$ cat src/rtl/counter_ctrl_pkg.sv
// counter_ctrl_pkg: shared defaults and run-state type for the counter controller
package counter_ctrl_pkg;
  localparam int DEF_WIDTH = 8;
  localparam int DEF_LIMIT = 9;
  typedef enum logic [1:0] {IDLE, RUN, PAUSE, DONE} state_t;
endpackage

$ cat src/rtl/counter_ctrl_count_datapath.sv
// count_datapath: count register with synchronous clear/enable and terminal compare
module count_datapath #(
  parameter int WIDTH = 8
) (
  input  logic             clock,
  input  logic             reset,
  input  logic             clear,
  input  logic             enable,
  input  logic [WIDTH-1:0] limit,
  output logic [WIDTH-1:0] count,
  output logic             at_limit
);
  // Count register; clear takes precedence over increment
  always_ff @(posedge clock or negedge reset)
    if (!reset) count <= '0;
    else if (clear) count <= '0;
    else if (enable) count <= count + WIDTH'(1);
  assign at_limit = count >= limit;
endmodule

$ cat src/rtl/counter_ctrl.sv
// counter_ctrl: run/pause/stop sequencing, limit config and wrap/done pulses
module counter_ctrl
  import counter_ctrl_pkg::*;
#(
  parameter int WIDTH         = DEF_WIDTH,
  parameter int DEFAULT_LIMIT = DEF_LIMIT
) (
  input  logic             clock,
  input  logic             reset,
  input  logic             io_cfg_valid,
  output logic             io_cfg_ready,
  input  logic [WIDTH-1:0] io_cfg_limit,
  input  logic             io_cfg_oneshot,
  input  logic             io_start,
  input  logic             io_stop,
  input  logic             io_pause,
  output logic [WIDTH-1:0] io_count,
  output logic             io_busy,
  output logic             io_wrap,
  output logic             io_done
);
  state_t state, state_nxt;
  logic [WIDTH-1:0] limit;
  logic oneshot, clear, enable, at_limit, wrap_nxt, done_nxt;
  assign io_cfg_ready = (state == IDLE) || (state == DONE);
  assign io_busy = !io_cfg_ready;
  count_datapath #(.WIDTH(WIDTH)) u_dp (
    .clock(clock), .reset(reset), .clear(clear), .enable(enable),
    .limit(limit), .count(io_count), .at_limit(at_limit)
  );
  // Run-state register
  always_ff @(posedge clock or negedge reset)
    if (!reset) state <= IDLE;
    else state <= state_nxt;
  // Next state and datapath controls; a paused state releasing pause counts like RUN
  always_comb begin
    state_nxt = state;
    clear = 1'b0;
    enable = 1'b0;
    wrap_nxt = 1'b0;
    done_nxt = 1'b0;
    if (io_stop) begin
      state_nxt = IDLE;
      clear = 1'b1;
    end else if (io_cfg_ready) begin
      if (io_start) begin
        state_nxt = RUN;
        clear = 1'b1;
      end
    end else if (io_pause) state_nxt = PAUSE;
    else if (at_limit) begin
      clear = 1'b1;
      wrap_nxt = 1'b1;
      done_nxt = oneshot;
      state_nxt = oneshot ? DONE : RUN;
    end else begin
      enable = 1'b1;
      state_nxt = RUN;
    end
  end
  // Terminal count and mode, writable only while not busy
  always_ff @(posedge clock or negedge reset)
    if (!reset) begin
      limit <= WIDTH'(DEFAULT_LIMIT);
      oneshot <= 1'b0;
    end else if (io_cfg_valid && io_cfg_ready) begin
      limit <= io_cfg_limit;
      oneshot <= io_cfg_oneshot;
    end
  // Registered event pulses
  always_ff @(posedge clock or negedge reset)
    if (!reset) begin
      io_wrap <= 1'b0;
      io_done <= 1'b0;
    end else begin
      io_wrap <= wrap_nxt;
      io_done <= done_nxt;
    end
endmodule

$ cat config.mk
export PLATFORM = sky130hd
export DESIGN_NAME = counter_ctrl
export DESIGN_NICKNAME = d
export VERILOG_FILES = /design/src/rtl/counter_ctrl_pkg.sv /design/src/rtl/counter_ctrl_count_datapath.sv /design/src/rtl/counter_ctrl.sv
export SDC_FILE = /design/constraint.sdc
export NUM_CORES = 1
export LEC_CHECK = 0
export ABC_AREA = 1
export CAP_MARGIN = 10
export CORE_MARGIN = 2
export CORE_UTILIZATION = 52
export CTS_BUF_LIST = sky130_fd_sc_hd__clkbuf_8
export CTS_CLUSTER_DIAMETER = 50
export DETAILED_ROUTE_END_ITERATION = 6
export GPL_TIMING_DRIVEN = 1
export PLACE_DENSITY = 0.8
export SLEW_MARGIN = 20
export SYNTH_ARGS = -nofsm -noshare
export SYNTH_HDL_FRONTEND = slang
export SYNTH_HIERARCHICAL = 1
export SYNTH_SLANG_ARGS = --single-unit
export TNS_END_PERCENT = 100
$ cat constraint.sdc
create_clock -name clock -period 2.1 [get_ports clock]
set_input_delay 0.63 -clock clock [delete_from_list [all_inputs] [get_ports clock]]
set_output_delay 0.63 -clock clock [all_outputs]
set_load 0.05 [all_outputs]
==> Yosys cells after proc, flatten, opt, wreduce, memory -nomap -nowiden <==
Index checks and enable logic that the tools add are counted.
Widths: inputs -> output; s select.
{ "word_totals": {"reg_bits": 21, "mem_count": 0, "mem_bits_ro": 0, "ramBits": 0, "latchBits": 0} }
{ "op_classes": {"n_shift": 0, "n_eq_ne": 2, "magnitude_cmp": 1, "addsub": 1, "bitwise_logic": 0, "n_mul": 0, "n_mux": 23, "n_reduce_logical": 5, "div": 0} }
{ "ops": {"columns": ["cell", "count"], "rows": [
  ["$mux 8", 2],
  ["$mux 1", 15],
  ["$mux 2", 6],
  ["$add 8x1->8 const B", 1],
  ["$ge 8x8->1", 1],
  ["$ne 3x1->1 const B", 1],
  ["$eq 2x2->1 const B", 1],
  ["$logic_not 2->1", 1],
  ["$reduce_bool 2->1", 1],
  ["$logic_and 1x1->1", 1],
  ["$logic_not 1->1", 1],
  ["$logic_or 1x1->1", 1]
]} }

==> Depth between registers and ports, before layout <==
{ "depth": {"ltp_word": 7, "ltp_mapped": 16, "mapped_depth_nobuf": 16} }

==> Cells and area by module <==
The synthesis kept the hierarchy.
{ "modules_own_cells": {"columns": ["module", "cells_per_inst", "area_each_um2", "n_inst"], "rows": [
  ["counter_ctrl", 75, 646.9, 1],
  ["count_datapath", 89, 641.9, 1]
]} }

==> Worst setup path after synthesis <==
OpenSTA, ideal clock, no wires.
{ "synth_timing": {"path_type": "register to register", "from": "register u_dp.count[2]", "to": "register u_dp.count[2]", "t_required_ps": 1948, "setup_time_ps": 152, "stages_incl_launch_ff": 14, "setup_slack_ps": -53, "synth_period_minus_slack_ps": 2153, "t_arrival_ps": 2001, "n_path_buf": 0, "cell_sequence": "dfrtp_1 > ha_1 > nand2_1 > inv_1 > nand2_1 > nand2_1 > nand2_1 > nand3_1 > nand3_1 > nand2_1 > nor2_2 > nor2_2 > o21ai_0 > a21oi_1"} }
{ "synth_via": {"elab_chain_cells": 6} }
{ "synth_lines": {"columns": ["element", "line", "source"], "rows": [
  ["start, declared", "counter_ctrl_count_datapath.sv:10", "output logic [WIDTH-1:0] count,"],
  ["start signal, assigned", "counter_ctrl_count_datapath.sv:17", "else if (enable) count <= count + WIDTH'(1);"],
  ["$ge 8x8->1 (*)", "counter_ctrl_count_datapath.sv:18", "assign at_limit = count >= limit;"],
  ["via at_limit", "counter_ctrl.sv:24", "logic oneshot, clear, enable, at_limit, wrap_nxt, done_nxt;"],
  ["$mux 1 (*)", "counter_ctrl.sv:51", "else if (at_limit) begin"],
  ["$mux 1 (*)", "counter_ctrl.sv:50", "end else if (io_pause) state_nxt = PAUSE;"],
  ["$mux 1 (*)", "counter_ctrl.sv:45", "end else if (io_cfg_ready) begin"],
  ["$mux 1 (*)", "counter_ctrl.sv:42", "if (io_stop) begin"],
  ["via clear", "counter_ctrl.sv:24", null],
  ["$mux 8 or $reduce_bool 2->1 (tied branches)", null, null]
]} }
Mark *: on every way through the listed nets, which the timed path passes. The rest lies on a longest branch. The select of a mux whose other input is x is not followed.
A chain may end at the register's enable or synchronous reset.

==> Final worst setup path <==
{ "layout_timing": {"from": "register limit[7]", "to": "register u_dp.count[5]"} }
{ "layout_via": {"elab_chain_cells": 6} }
{ "layout_lines": {"columns": ["element", "line", "source"], "rows": [
  ["start, declared", "counter_ctrl.sv:23", "logic [WIDTH-1:0] limit;"],
  ["start signal, assigned", "counter_ctrl.sv:64", "limit <= WIDTH'(DEFAULT_LIMIT);"],
  ["start signal, assigned", "counter_ctrl.sv:67", "limit <= io_cfg_limit;"],
  ["$ge 8x8->1 (*)", "counter_ctrl_count_datapath.sv:18", null],
  ["via at_limit", "counter_ctrl.sv:24", null],
  ["$mux 1 (*)", "counter_ctrl.sv:51", null],
  ["$mux 1 (*)", "counter_ctrl.sv:50", null],
  ["$mux 1 (*)", "counter_ctrl.sv:45", null],
  ["$mux 1 (*)", "counter_ctrl.sv:42", null],
  ["via clear", "counter_ctrl.sv:24", null],
  ["$mux 8 or $reduce_bool 2->1 (tied branches)", null, null]
]} }
Mark *: on every way through the listed nets, which the timed path passes. The rest lies on a longest branch.

==> impl_metrics.py <==
metrics = {
    "status": {
        "status": "finished with violations",
        "violations": "setup timing",
    },
    "clock_network": {
        "clk-insertion-delay-late_ps": 260,
        "clk_path_buf_depth": 2,
        "clk_pin_slew_ps": 80,
        "numCtsBuffers": 3,
        "cts_tree": "done",
        "cts_max_level": 1,
        "cts-root-buf": "clkbuf_8",
        "cts.sinks": 21,
    },
    "cells_and_area": {
        "finish.net_count": 230,
        "drive_gt1_share_pct": 31.22,
        "finalInstanceArea_um2": 1763,
        "n_antenna_cell": 0,
        "syn2layout_area_growth_pct": 36.80,
        "nFillCells": 183,
        "final_cell_mix": "nand2_1, inv_1, buf_4, dfrtp_1, clkdlybuf4s50_1",
        "multi_input_area_um2": 689.4,
        "finalNonFillerCells": 235,
        "final_util_pct": 73.16,
        "layout_commonest_cell": "nand2_1",
        "ff_latch_area_um2": 533.0,
    },
    "yosys": {
        "ys.warnings.count": 6,
        "ys_ff_latch": 21,
        "yosysUniqueCellTypes": 18,
        "netlist_instances": 164,
        "seq_area_frac_synth_pct": 40.97,
        "synth_fp_nets": 188,
        "syn_area_per_cell_um2": 7.858,
        "synth_area_um2": 1289,
    },
    "floorplan": {
        "coreArea_um2": 2410,
        "io_pins": 27,
        "start_util_pct": 53.48,
        "die_w_um": 53.78,
        "die_h_um": 53.78,
        "fp.dieArea_um2": 2892,
        "num_rows": 18,
    },
    "critical_path": {
        "crit_fanout": 6,
        "arrival_ps": 2340,
        "cp.required_ps": 2290,
        "critPathLaunchType": "flop",
        "end_kind": "flop",
        "setup.worst_path.class": "flop to flop",
    },
    "sta": {
        "fmax_mhz": 465.2,
        "setup_violations": 2,
        "finalMaxSlewViolations": 0,
        "skew_ps": 2.029,
        "rsz0062_at_grt": "true",
        "fin_ws_ps": -49.83,
        "fin_crit_sh_pct": 102.4,
        "worst_slew_pin_slew_ps": 284.7,
        "fin_crit_ps": 2150,
        "hold_viol": 0,
        "max_slew_margin_pct": 81.02,
    },
    "routing": {
        "vias_per_cell": 5.179,
        "drc": 0,
        "dr.pass1.iters": 4,
        "dr_total_vias": 1217,
        "drt_iter0_markers": 21,
        "ant_nets": 0,
        "routed_wl_um": 3217,
        "routedWlPerCell_um": 13.69,
    },
    "pwr": {
        "ir_drop_uv": 544.4,
        "p_per_area_nw_per_um2": 725.4,
        "p_leak_nw": 0.9134,
    },
    "placement": {
        "dp_cells": 226,
        "placed_area_um2": 1624,
        "gp_congestion": 0.8388,
        "dp_hpwl_um": 2263,
        "port_buffers": 26,
        "post-place-ws_ps": -121.1,
    },
    "grt": {
        "grt_overflow_total": 0,
        "grt_pass1_vias": 1145,
        "grt_pass1_wl_um": 4685,
        "grt.total_usage_pct": 22.27,
        "antenna_found_initial": 0,
        "grt_max_degree": 22,
    },
    "flow_run": {
        "maxCapViolations": 0,
    },
    "hold_path": {
        "hold_class": "flop to flop",
    },
}
-- cell usage after synthesis --
cell | instances | area share [%]
nand2_1 | 49 | 14
inv_1 | 26 | 7.6
dfrtp_1 | 19 | 37
nor2_1 | 13 | 3.8
nand3_1 | 10 | 3.9
nand3_2 | 10 | 7.8
ha_1 | 9 | 8.7
a21oi_1 | 7 | 2.7
nand2_2 | 4 | 1.9
nand4_1 | 3 | 1.5
nor2_2 | 3 | 1.5
buf_6 | 2 | 1.7
dfstp_2 | 2 | 4.1
o21ai_0 | 2 | 0.78
o21bai_1 | 2 | 1.2
inv_2 | 1 | 0.29
nor2_4 | 1 | 0.87
o21a_1 | 1 | 0.58
-- cell type report --
cell class,instances,share of cell area [%]
Multi-Input combinational cell,114,39.11
Sequential cell,21,30.23
Timing Repair Buffer,39,20.01
Inverter,27,5.891
Clock buffer,3,2.342
Tap cell,30,2.129
Clock inverter,1,0.2839
-- per-layer routing --
layer  global-route usage [%]  part of all wire [%]  vias to the layer above
li1                         -                     -                      600
met1                    25.70                    40                      580
met2                    41.06                    55                       31
met3                    3.889                   3.2                        6
met4                    7.265                   1.4                        0
met5                        0                     0                        -
-- timing repair --
item | CTS | global route
pin swaps | 0 | 12
setup endpoints to repair | 3 | 8
setup buffers | 0 | 5
hold buffers | 0 | 0
resized for setup | 1 | 14
-- per-stage QoR --
step | power [W] | hold WS, ps | TNS, ps
floorplan | 0.0008003 | 334.4 | -16.06
global placement | 0.0009317 | 457.8 | -24.93
detailed placement | 0.0009552 | 465.2 | -482.4
CTS | 0.001221 | 475.4 | -102.1
global route | 0.001347 | 500.4 | -478.1
finish | 0.001279 | 475.1 | -53.59
-- registers in the layout, indices dropped and copies added, names as in the netlist --
register	cells
io_done	1
io_wrap	1
limit	8
oneshot	1
state	2
u_dp/count	8
-- path summary, 6_finish.rpt --
path | cells past startpoint | start | to | slack [ps]
setup / recovery | 14 | limit[7] | u_dp/count[5] | -50
hold / removal | 2 | limit[0] | limit[0] | 480
setup reg to reg | 14 | limit[7] | u_dp/count[5] | -50
hold reg to reg | 2 | limit[0] | limit[0] | 480
max in group asynchronous | 2 | reset | limit[0] | 1100
min in group asynchronous | 2 | reset | limit[6] | 720
-- worst max-delay path, stage by stage (launching register included) --
cell and delay (ps):
dfrtp_1 380, inv_1 60, ha_1 300, nand2_1 80, nor2_2 140, nand4_1 140, nand3_2 160, nand3_2 120
nand2_4 100, nor2_4 50, nor2_4 190, nand3_2 110, nand2_1 80, nand2_1 50, nor2_1 110
-- report_power, final --
group	switching, W	internal (W)
clock	0.000136	0.000132
combinational	0.000301	0.000197
sequential	0.0000434	0.000470
-- kinds of logic after synthesis --
kind of cell / count (synthesis) / synth area share [%]
DFF: 21 / 40.97
buffers and inverters: 29 / 9.611
AOI/OAI and AO/OA: 12 / 5.242
and+or+nand+nor: 93 / 35.44
adders and majority gates: 9 / 8.738
Note: power is estimated with default switching activity, not from simulation.
==> RTL edit: new RTL, config.mk and constraints unchanged <==
Re-encode `state_t` (4 states) as one-hot, 4 bits wide.
--- a/src/rtl/counter_ctrl_pkg.sv
+++ b/src/rtl/counter_ctrl_pkg.sv
@@ -4,3 +4,3 @@
   localparam int DEF_LIMIT = 9;
-  typedef enum logic [1:0] {IDLE, RUN, PAUSE, DONE} state_t;
+  typedef enum logic [3:0] {IDLE = 4'b0001, RUN = 4'b0010, PAUSE = 4'b0100, DONE = 4'b1000} state_t;
 endpackage
Formal check against the unedited RTL: no difference found for any inputs over 10 cycles, from zero or initial values and one cycle with reset low; not proved beyond that.
==> RTL edit against the unedited design <==
The run still ends with setup timing left. Critical endpoint is now u_dp/count[0]. Total power rose by 7.3%. Die area is 3.5% higher. Wire length increased by 0.96%. Core utilization increased by 4.5 points. First-iteration DRC count is 76% higher. Area after synthesis grew 3.8%. Non-clock buffer count up 5. Worst setup slack better by 0.016 ns. Design area grew 8.2%. Sequential cell count up 2.
==> RTL edit: results (changes against the unedited design) <==
- GPL Wtd Cong: 0.8500 (+1.3%)
- Status: finished with violations
- Endpoints failing setup: 2 (unchanged)
- Critical-path top delay cell: dfstp_2
- Vias in the first global route: 1,225 (+7.0%)
- Initial Util: 54.49% (+1.0 points)
- Avg Cell Area, Syn: 7.868 µm² (+0.12%)
- Yosys cell types: 23 (+5)
- Clk_skew: 0.006756 ns (+0.004727 ns)
- Crit Reg-Reg Startpoint: limit[3]
- Synth cell count leaders: nand2_1 (45), inv_1 (28), dfrtp_1 (20)
- Syn_nets: 194 (+3.2%)
- Iteration-0 DRC Markers: 37 (+76%)
- GRT Total Usage: 24.02% (+1.8 points)
- Largest net degree at the start of global routing: 24 (+9.1%)
- Headroom to the max-slew limit: 80.01% (-1.0 points)
- Placed Area: 1714 µm² (+5.5%)
- DP Worst Slack: -0.1045 ns (+0.01665 ns)
- Dpl hpwl: 2340 µm (+3.4%)
- Critical Path Sink: u_dp/count[0]
- Setup TNS: -0.04198 ns (+0.01160 ns)
- Seq/Total Area, Yosys: 43.31% (+2.3 points)
- Wire per inst: 13.20 µm (-3.6%)
- Layout cell share with drive strength beyond 1: 35.65% (+4.4 points)
- VDD IR max: 599.5 µV (+10%)
- Synth area leaders: dfrtp_1 (37%), nand2_1 (13%), ha_1 (8.4%)
- Post-route setup slack: -0.03431 ns (+0.01551 ns)
- Regs by FF count: limit (8), u_dp/count (8), state (4)
- Leakage Power: 0.0009762 µW (+6.9%)
- First-pass GRT wire length: 5078 µm (+8.4%)
- Failing checks: setup timing
- Crit path largest cell delay: 0.55 ns (+0.17 ns)
- Post-Synth Adder-Cell Area: 8.419% (-0.32 points)
[RTL edit: metal layers]
metal	vias up	wire, µm	global-route usage (%)
met5	-	0	0
met4	0	55	8.333
met3	7	105	3.825
met2	27	1724	47.02
met1	601	1362	25.26
li1	633	-	-
[RTL edit: repair_timing]
action | 4_1_cts | 5_1_grt
gates resized for setup | 9 | 19
pin swaps | 5 | 9
setup buffers | 5 | 2
gates cloned | 0 | 0
setup endpoints to repair | 7 | 10
[RTL edit: cell type report]
cell class,instances,area [µm²]
clock buffers,3,41.29
clock inverters,1,5.005
fillers,158,548.0
inverters,30,112.6
multi-input cells,115,711.9
flip-flops and latches,23,589.3
well taps,30,37.54
repair buffers,44,409.1
[RTL edit: power groups by stage]
stage | Combinational (µW) | Sequential [µW] | Clock, µW
3_5_place_dp | 433 | 561 | 0
3_3_place_gp | 417 | 557 | 0
4_1_cts | 468 | 553 | 285
5_1_grt | 588 | 562 | 301
6_report | 535 | 556 | 281
2_1_floorplan | 239 | 596 | 0
